## src/rtl/spi_baud_generator_if.sv

```systemverilog
// spi_baud_generator_if: configuration, slave-select and timing-output bundle for the
// SPI baud generator. The master modport belongs to the block that drives the
// configuration inputs. The slave modport belongs to the generator itself.
interface spi_baud_generator_if #(
   parameter int unsigned DIV_W = 12
);
   logic [1:0]       spi_mode;
   logic             spiswai;
   logic [2:0]       sppr;
   logic [2:0]       spr;
   logic             cpol;
   logic             cpha;
   logic             ss;
   logic             sclk;
   logic [DIV_W-1:0] baudratedivisor;
   logic             sample_pulse;
   logic             drive_pulse;
   logic [4:0]       edge_cnt;

   modport master (
      output spi_mode, spiswai, sppr, spr, cpol, cpha, ss,
      input  sclk, baudratedivisor, sample_pulse, drive_pulse, edge_cnt
   );

   modport slave (
      input  spi_mode, spiswai, sppr, spr, cpol, cpha, ss,
      output sclk, baudratedivisor, sample_pulse, drive_pulse, edge_cnt
   );
endinterface

```

## src/rtl/spi_baud_generator.sv

```systemverilog
// spi_baud_generator: SPI serial-clock and bit-timing generator.
// The divisor is (sppr+1) << (spr+1) PCLK cycles per sclk half-period.
// sclk runs while ss is low and the mode permits it. The sample and drive strobes
// fire in the cycle before each sclk edge.
// Optional feature macro: SPI_BAUD_EDGE_CNT_EN enables the saturating sclk edge
// counter. Without the macro, edge_cnt is tied to zero.
module spi_baud_generator #(
   parameter int unsigned DIV_W = 12
) (
   input logic                 PCLK,
   input logic                 PRESETn,
   spi_baud_generator_if.slave bus
);

   logic [DIV_W-1:0] div_q;
   logic [DIV_W-1:0] div_d;
   logic [DIV_W-1:0] prescale;
   logic [3:0]       shamt;
   logic [DIV_W-1:0] cnt_q;
   logic             sclk_q;
   logic             active;
   logic             wrap;
   logic             strobe_due;
   logic             leading;

   assign prescale = DIV_W'(bus.sppr) + DIV_W'(1);
   assign shamt    = {1'b0, bus.spr} + 4'd1;
   assign div_d    = prescale << shamt;

   assign active = !bus.ss && (bus.spi_mode == 2'b00 || bus.spi_mode == 2'b01) && !bus.spiswai;
   // >= so that a divisor shrunk mid-transfer still forces a wrap instead of running cnt out
   assign wrap   = cnt_q >= (div_q - DIV_W'(1));

   // Divisor register, refreshed every cycle from the prescaler fields
   always_ff @(posedge PCLK or negedge PRESETn) begin
      if (!PRESETn) begin
         div_q <= DIV_W'(2);
      end else begin
         div_q <= div_d;
      end
   end

   // Half-period counter and sclk toggle; sclk parks at cpol whenever inactive
   always_ff @(posedge PCLK or negedge PRESETn) begin
      if (!PRESETn) begin
         cnt_q  <= '0;
         sclk_q <= 1'b0;
      end else if (!active) begin
         cnt_q  <= '0;
         sclk_q <= bus.cpol;
      end else if (wrap) begin
         cnt_q  <= '0;
         sclk_q <= !sclk_q;
      end else begin
         cnt_q  <= cnt_q + DIV_W'(1);
      end
   end

   // Strobes are gated by reset so they drop at once when reset is asserted
   assign strobe_due = PRESETn && active && (cnt_q == div_q - DIV_W'(2));
   // The upcoming edge is leading when sclk still sits at its idle level
   assign leading    = (sclk_q == bus.cpol);

   always_comb begin
      bus.sample_pulse = strobe_due && (leading ^ bus.cpha);
      bus.drive_pulse  = strobe_due && !(leading ^ bus.cpha);
   end

   assign bus.sclk            = sclk_q;
   assign bus.baudratedivisor = div_q;

`ifdef SPI_BAUD_EDGE_CNT_EN
   logic [4:0] edge_q;

   // Count sclk toggles in the current activation, saturating at 16 (one byte)
   always_ff @(posedge PCLK or negedge PRESETn) begin
      if (!PRESETn) begin
         edge_q <= 5'd0;
      end else if (!active) begin
         edge_q <= 5'd0;
      end else if (wrap && edge_q != 5'd16) begin
         edge_q <= edge_q + 5'd1;
      end
   end

   assign bus.edge_cnt = edge_q;
`else
   assign bus.edge_cnt = 5'd0;
`endif

endmodule

```

## src/flat_wrapper.sv

```systemverilog
// flat-port wrapper written by rule: the top's interface ports become plain ports
module spi_baud_generator_flat 
#(
   parameter int unsigned DIV_W = 12
)
  (PCLK, PRESETn, bus_spi_mode, bus_spiswai, bus_sppr, bus_spr, bus_cpol, bus_cpha, bus_ss, bus_sclk, bus_baudratedivisor, bus_sample_pulse, bus_drive_pulse, bus_edge_cnt);
  spi_baud_generator_if #(.DIV_W(DIV_W)) bus_i ();
  input logic PCLK;
  input logic PRESETn;
  input wire logic [$bits(bus_i.spi_mode)-1:0] bus_spi_mode;
  input wire logic [$bits(bus_i.spiswai)-1:0] bus_spiswai;
  input wire logic [$bits(bus_i.sppr)-1:0] bus_sppr;
  input wire logic [$bits(bus_i.spr)-1:0] bus_spr;
  input wire logic [$bits(bus_i.cpol)-1:0] bus_cpol;
  input wire logic [$bits(bus_i.cpha)-1:0] bus_cpha;
  input wire logic [$bits(bus_i.ss)-1:0] bus_ss;
  output wire logic [$bits(bus_i.sclk)-1:0] bus_sclk;
  output wire logic [$bits(bus_i.baudratedivisor)-1:0] bus_baudratedivisor;
  output wire logic [$bits(bus_i.sample_pulse)-1:0] bus_sample_pulse;
  output wire logic [$bits(bus_i.drive_pulse)-1:0] bus_drive_pulse;
  output wire logic [$bits(bus_i.edge_cnt)-1:0] bus_edge_cnt;
  assign bus_i.spi_mode = bus_spi_mode;
  assign bus_i.spiswai = bus_spiswai;
  assign bus_i.sppr = bus_sppr;
  assign bus_i.spr = bus_spr;
  assign bus_i.cpol = bus_cpol;
  assign bus_i.cpha = bus_cpha;
  assign bus_i.ss = bus_ss;
  assign bus_sclk = bus_i.sclk;
  assign bus_baudratedivisor = bus_i.baudratedivisor;
  assign bus_sample_pulse = bus_i.sample_pulse;
  assign bus_drive_pulse = bus_i.drive_pulse;
  assign bus_edge_cnt = bus_i.edge_cnt;
  spi_baud_generator #(.DIV_W(DIV_W)) u_core (.PCLK(PCLK), .PRESETn(PRESETn), .bus(bus_i));
endmodule
```

## config.mk

```make
export PLATFORM = sky130hd
export DESIGN_NAME = spi_baud_generator_flat
export DESIGN_NICKNAME = d
export VERILOG_FILES = /design/src/rtl/spi_baud_generator_if.sv /design/src/rtl/spi_baud_generator.sv /design/src/flat_wrapper.sv
export SDC_FILE = /design/constraint.sdc
export NUM_CORES = 1
export LEC_CHECK = 0
export CORE_MARGIN = 2
export CORE_UTILIZATION = 58
export DETAILED_ROUTE_END_ITERATION = 7
export PLACE_DENSITY = 0.82
export SLEW_MARGIN = 20
export SYNTH_ARGS = -nofsm -noshare
export SYNTH_HDL_FRONTEND = slang
export SYNTH_SLANG_ARGS = --single-unit
```

## constraint.sdc

```tcl
create_clock -name PCLK -period 7.3 [get_ports PCLK]
set_input_delay 2.19 -clock PCLK [delete_from_list [all_inputs] [get_ports PCLK]]
set_output_delay 2.19 -clock PCLK [all_outputs]
set_load 0.05 [all_outputs]
```

=== Yosys cells after proc, flatten, opt, wreduce, memory -nomap -nowiden ===
Cells that the tools add are included.

* Bits in registers: 25
* Word-level logic and storage cells: 31
* Input bits: 14
* Output and inout bits: 20

* Eq/ne operators: 4
* Mux-type cells: 4
* Shifts and indexed selects: 1
* Reductions and logical operators: 12
* Bitwise logic cells: 1
* $add $sub $neg: 5
* $lt $le $gt $ge: 1

{| class="wikitable"
|+ Operators by type and width
! operator !! number
|-
| $mux 12 || 2
|-
| $add 12x1->12 const B || 1
|-
| $eq 12x12->1 || 1
|-
| $ge 12x12->1 || 1
|-
| $shl 12x4->12 || 1
|-
| $sub 12x1->12 const B || 1
|-
| $sub 12x2->12 const B || 1
|-
| $add 3x1->4 const B || 2
|-
| $logic_and 1x1->1 || 6
|-
| $logic_not 1->1 || 4
|-
| $eq 2x1->1 const B || 1
|-
| $logic_not 2->1 || 1
|-
| $mux 1 || 2
|-
| $ne 2x2->1 const B || 1
|-
| $eq 1x1->1 || 1
|-
| $logic_or 1x1->1 || 1
|-
| $xor 1x1->1 || 1
|}

=== Depth between registers and ports, before layout ===
Gate-level depths: netlist of run 1.

* Depth in word-level cells: 7
* Gate-level depth with buffers: 14
* Depth with buffers taken out: 12

=== Least setup slack after synthesis of run 1 ===
Ideal clock, no wire load.

* Kind: input port to output port
* Start point: in bus_spi_mode[1]
* End point: out bus_drive_pulse
* Stages: 5
* Arrival: 4224 ps
* Buffers on the path: 0
* Slack: 886 ps
* Required time: 5110 ps
* Cell sequence: nor3_1 -> nand4b_1 -> a2111oi_4 -> o211ai_2 -> nor3b_1

* Word-level cells in the longest chain between the ends: 7
* Elaborated cells on any way between the ends: 8
* Classes of those cells: 1 x eq/ne; 7 x reduce/logical

{| class="wikitable"
|+ Ends and longest elaborated chain
! what !! RTL line !! text
|-
| from (decl) || flat_wrapper.sv:10 || <nowiki>input wire logic [$bits(bus_i.spi_mode)-1:0] bus_spi_mode;</nowiki>
|-
| $eq 2x1->1 / $logic_not 2->1 (equally long branches) || spi_baud_generator.sv:30 || <nowiki>assign active = !bus.ss && (bus.spi_mode == 2'b00 || bus.spi_mode == 2'b01) && !bus.spiswai;</nowiki>
|-
| $logic_or 1x1->1 (*) || spi_baud_generator.sv:30 ||
|-
| $logic_and 1x1->1 (*) (2 in a row) || spi_baud_generator.sv:30 ||
|-
| $logic_and 1x1->1 (*) (2 in a row) || spi_baud_generator.sv:60 || <nowiki>assign strobe_due = PRESETn && active && (cnt_q == div_q - DIV_W'(2));</nowiki>
|-
| $logic_and 1x1->1 (*) || spi_baud_generator.sv:66 || <nowiki>bus.drive_pulse = strobe_due && !(leading ^ bus.cpha);</nowiki>
|-
| to (decl) || flat_wrapper.sv:20 || <nowiki>output wire logic [$bits(bus_i.drive_pulse)-1:0] bus_drive_pulse;</nowiki>
|}

Mark *: on every way between the ends. The rest lies on a longest branch, timed or not.

=== Worst setup path in the final report of run 1 ===
Same ends and word-level chain as after synthesis.

==> flow_metrics.env, run 1 <==
export IMPL_synth_yosys_seq_area_share_pct=29.38
export IMPL_synthTopCellsByArea="dfrtp_1 (28%), ha_1 (11%), xnor2_1 (7.4%)"
export IMPL_crit_required_ns=5.11
export IMPL_hold_path_cell_count=1
export IMPL_initial_core_util_pct=59.16
export IMPL_synthSimpleGateAreaFrac_pct=24.99
export IMPL_dp_hpwl_um=3709
export IMPL_ys_async_sr_fraction_pct=100.0
export IMPL_ys_ff_latch=25
export IMPL_vias_per_cell=5.887
export IMPL_seqCellArea_um2=626.9
export IMPL_multi_input_area_um2=1405
export IMPL_reg2regPathDepth=11
export IMPL_cp_end_kind="primary output"
export IMPL_grt_pass1_wl_um=8273
export IMPL_fmax_mhz=155.5
export IMPL_slew_viol_final=0
export IMPL_max_stage_delay_ns=0.42
export IMPL_final_util_pct=68.29
export IMPL_postCtsSetupBuffers=0
export IMPL_crit_path_max_fanout=3
export IMPL_drv_cap=0
export IMPL_crit_chain="clkdlybuf4s50_1 -> nor3_1 -> nand4b_1 -> a2111oi_4 -> o211ai_2 -> nor3b_1 -> buf_12"
export IMPL_drt_iter0_drc=129
export IMPL_ant_nets=0
export IMPL_cts_hold_buf=0
export IMPL_drive_above_1_share_pct=6.870
export IMPL_coreArea_um2=3606
export IMPL_die_w_um=64.65
export IMPL_dr_pass1_iters=4
export IMPL_synth_edff_count=0
export IMPL_synth_top_family_by_area="simple AND/OR/NAND/NOR gates"
export IMPL_ys_warn_count=0
export IMPL_fin_skew_ns=0.002330
export IMPL_path_class="in -> out"
export IMPL_gr_total_overflow=0
export IMPL_synthAdderAreaFrac_pct=10.56
export IMPL_synth_distinct_cells=51
export IMPL_crit_arrival_ns=4.24
export IMPL_grt_use_total_pct=25.27
export IMPL_avgSynthCellArea_um2=8.779
export IMPL_portBuffers=27
export IMPL_post_route_drc_count=0
export IMPL_synthCells=243
export IMPL_p_leak_nw=1.031
export IMPL_antenna_found_initial=0
export IMPL_fillCellCount=297
export IMPL_num_nets_final=295
export IMPL_cts_resized=0
export IMPL_setup_viol=0
export IMPL_start_kind="input pin"
export IMPL_die_y_um=64.65
export IMPL_min_period_over_period_pct=88.12
export IMPL_rsz0062_at_grt="false"
export IMPL_grt_pass1_vias=1786
export IMPL_ys_flop_type="dfrtp_1"
export IMPL_numCtsBuffers=3
export IMPL_power_density_nw_per_um2=161.2
export IMPL_clock_sinks=25
export IMPL_power_mw=0.3969
export IMPL_syn_to_final_growth_pct=15.43
export IMPL_post_place_cells=306
export IMPL_relSlewSlack_pct=61.56
export IMPL_min_path_type="reg -> reg"
export IMPL_num_vias=1825
export IMPL_hold_ws_ns=0.5462
export IMPL_min_period_ns=6.433
export IMPL_vdd_drop_max_v=0.0001093
export IMPL_totalWireLength_um=4693
export IMPL_cts_tree="built"
export IMPL_clock_root_buffer="clkbuf_8"
export IMPL_fin_tns_setup_ns=0
export IMPL_synth_compound_area_share_pct=13.02
export IMPL_die_area_um2=4179
export IMPL_grt_max_degree=26
export IMPL_rows=22
export IMPL_ios=34
export IMPL_post_drt_wl_per_cell_um=15.14
export IMPL_synth_area_mux_share_pct=2.463
export IMPL_clk_path_buf_depth=2
export IMPL_clk_latency_ns=0.26
export IMPL_syn_area_um2=2133
export IMPL_status="complete, no violations"
export IMPL_clk_pin_slew_worst_paths_ns=0.08
export IMPL_n_antenna_cell=0
export IMPL_finalHoldViolCount=0
export IMPL_h_tree_depth=1
export IMPL_cp_slowest_cell="clkdlybuf4s50_1"
export IMPL_gp_congestion=0.8803
export IMPL_synthXorXnorAreaFrac_pct=13.96
export IMPL_final_cells=310
export IMPL_synth_largest_area_cell="dfrtp_1"
export IMPL_tightest_slew_ns=0.5686
export IMPL_yosys_area_top_type_share_pct=28.15
placed cells by master (no fill, tap or decap), drive strengths merged, types with 2 or more instances in the layout:
master         count
nand4b             3
mux2i              3
nand4              4
conb               5
or3                6
ha                18
mux2               2
nand2b             3
o211ai             3
nand3             12
o31ai              2
clkdlybuf4s50     25
buf                3
nor2b              3
clkbuf             3
or3b               2
nor4b              3
dfrtp             24
xor2              16
inv                7
nor3               6
or4                3
and4               3
a2111oi            2
o21ai              3
and3               3
xnor2             18
nor2              26
a32oi              2
nand2             17
o22ai              5
a31oi              4
a21oi              8
sequential cells by signal (all words and copies together) (netlist names):
signal,flops
u_core.bus.baudratedivisor,12
u_core.bus.sclk,1
u_core.cnt_q,12
path summary, 6_finish.rpt:
check,from,endpoint,slack [ns]
hold / removal,u_core.cnt_q[0],u_core.cnt_q[0],0.55
max in group asynchronous,PRESETn,u_core.bus.baudratedivisor[1],4.67
min in group asynchronous,PRESETn,u_core.cnt_q[0],2.35
setup reg to reg,u_core.bus.baudratedivisor[2],u_core.bus.sclk,3.52
hold reg to reg,u_core.cnt_q[0],u_core.cnt_q[0],0.55
setup / recovery,bus_spi_mode[1],bus_drive_pulse,0.87
layout make-up:
cell class                      instances  area share (%)
Tap cell                               48           2.439
Multi-Input combinational cell        198           57.06
Timing Repair Buffer                   28           12.09
Sequential cell                        25           25.46
Inverter                                7           1.067
Clock buffer                            3           1.677
Clock inverter                          1          0.2033
logic make-up (layout without fill, tap and decap cells):
kind of cell    after synthesis  after routing
compound gates               37             37
xor+xnor                     34             34
fa+ha+maj                    18             18
buf+inv                      24             39
flops                        25             25
mux                           5              5
other cells                   1              5
simple gates                 99             99
layer usage:
| layer | vias to the layer above | share of wire, % | track usage [%] |
|---|---|---|---|
| met5 | - | 0 | 0 |
| met4 | 0 | 2.0 | 9.840 |
| met3 | 10 | 3.9 | 3.472 |
| met2 | 44 | 47 | 39.19 |
| met1 | 872 | 47 | 35.77 |
| li1 | 899 | - | - |
worst max-delay path: cells and delay by family:
kind / cells / cell delay, ns
and+or+nand+nor: 3 / 0.90
buffers and inverters: 2 / 0.61
AOI/OAI and AO/OA: 2 / 0.53
cells in the mapped netlist (all sizes together) (3+ instances only):
library cell / count
nor2: 26
xnor2: 18
nand2: 17
nand3: 12
or4: 3
and4: 3
nand4: 4
mux2i: 3
buf: 6
or3: 6
xor2: 16
a31oi: 4
nor3: 6
o21ai: 3
nand4b: 3
clkbuf: 11
o211ai: 3
nor4b: 3
nor2b: 3
nand2b: 3
inv: 7
a21oi: 8
ha: 18
and3: 3
dfrtp: 24
o22ai: 5
power by group:
| part | total (mW) | internal, mW | switching [mW] |
|---|---|---|---|
| Sequential | 0.159 | 0.144 | 0.0146 |
| Combinational | 0.158 | 0.0637 | 0.0942 |
| Clock | 0.0800 | 0.0381 | 0.0419 |
per-stage QoR:
step                setup slack [ns]  cell area [µm²]
global placement              0.9476             2416
global route                  0.8034             2462
CTS                           0.8816             2462
finish                        0.8670             2462
detailed placement            0.8840             2416
floorplan                     0.8864             2148
Note: power is estimated with default switching activity, not from simulation.
==> inputs of run 2 (changes only) <==
--- a/config.mk
+++ b/config.mk
@@ -7,7 +7,9 @@
 export LEC_CHECK = 0
 export CORE_MARGIN = 2
 export CORE_UTILIZATION = 58
+export CTS_CLUSTER_SIZE = 14
 export DETAILED_ROUTE_END_ITERATION = 7
+export HOLD_SLACK_MARGIN = 0.02
 export PLACE_DENSITY = 0.82
 export SLEW_MARGIN = 20
 export SYNTH_ARGS = -nofsm -noshare
==> results of run 2 <==
The final DEF is identical to that of run 1; final timing and power are the same.
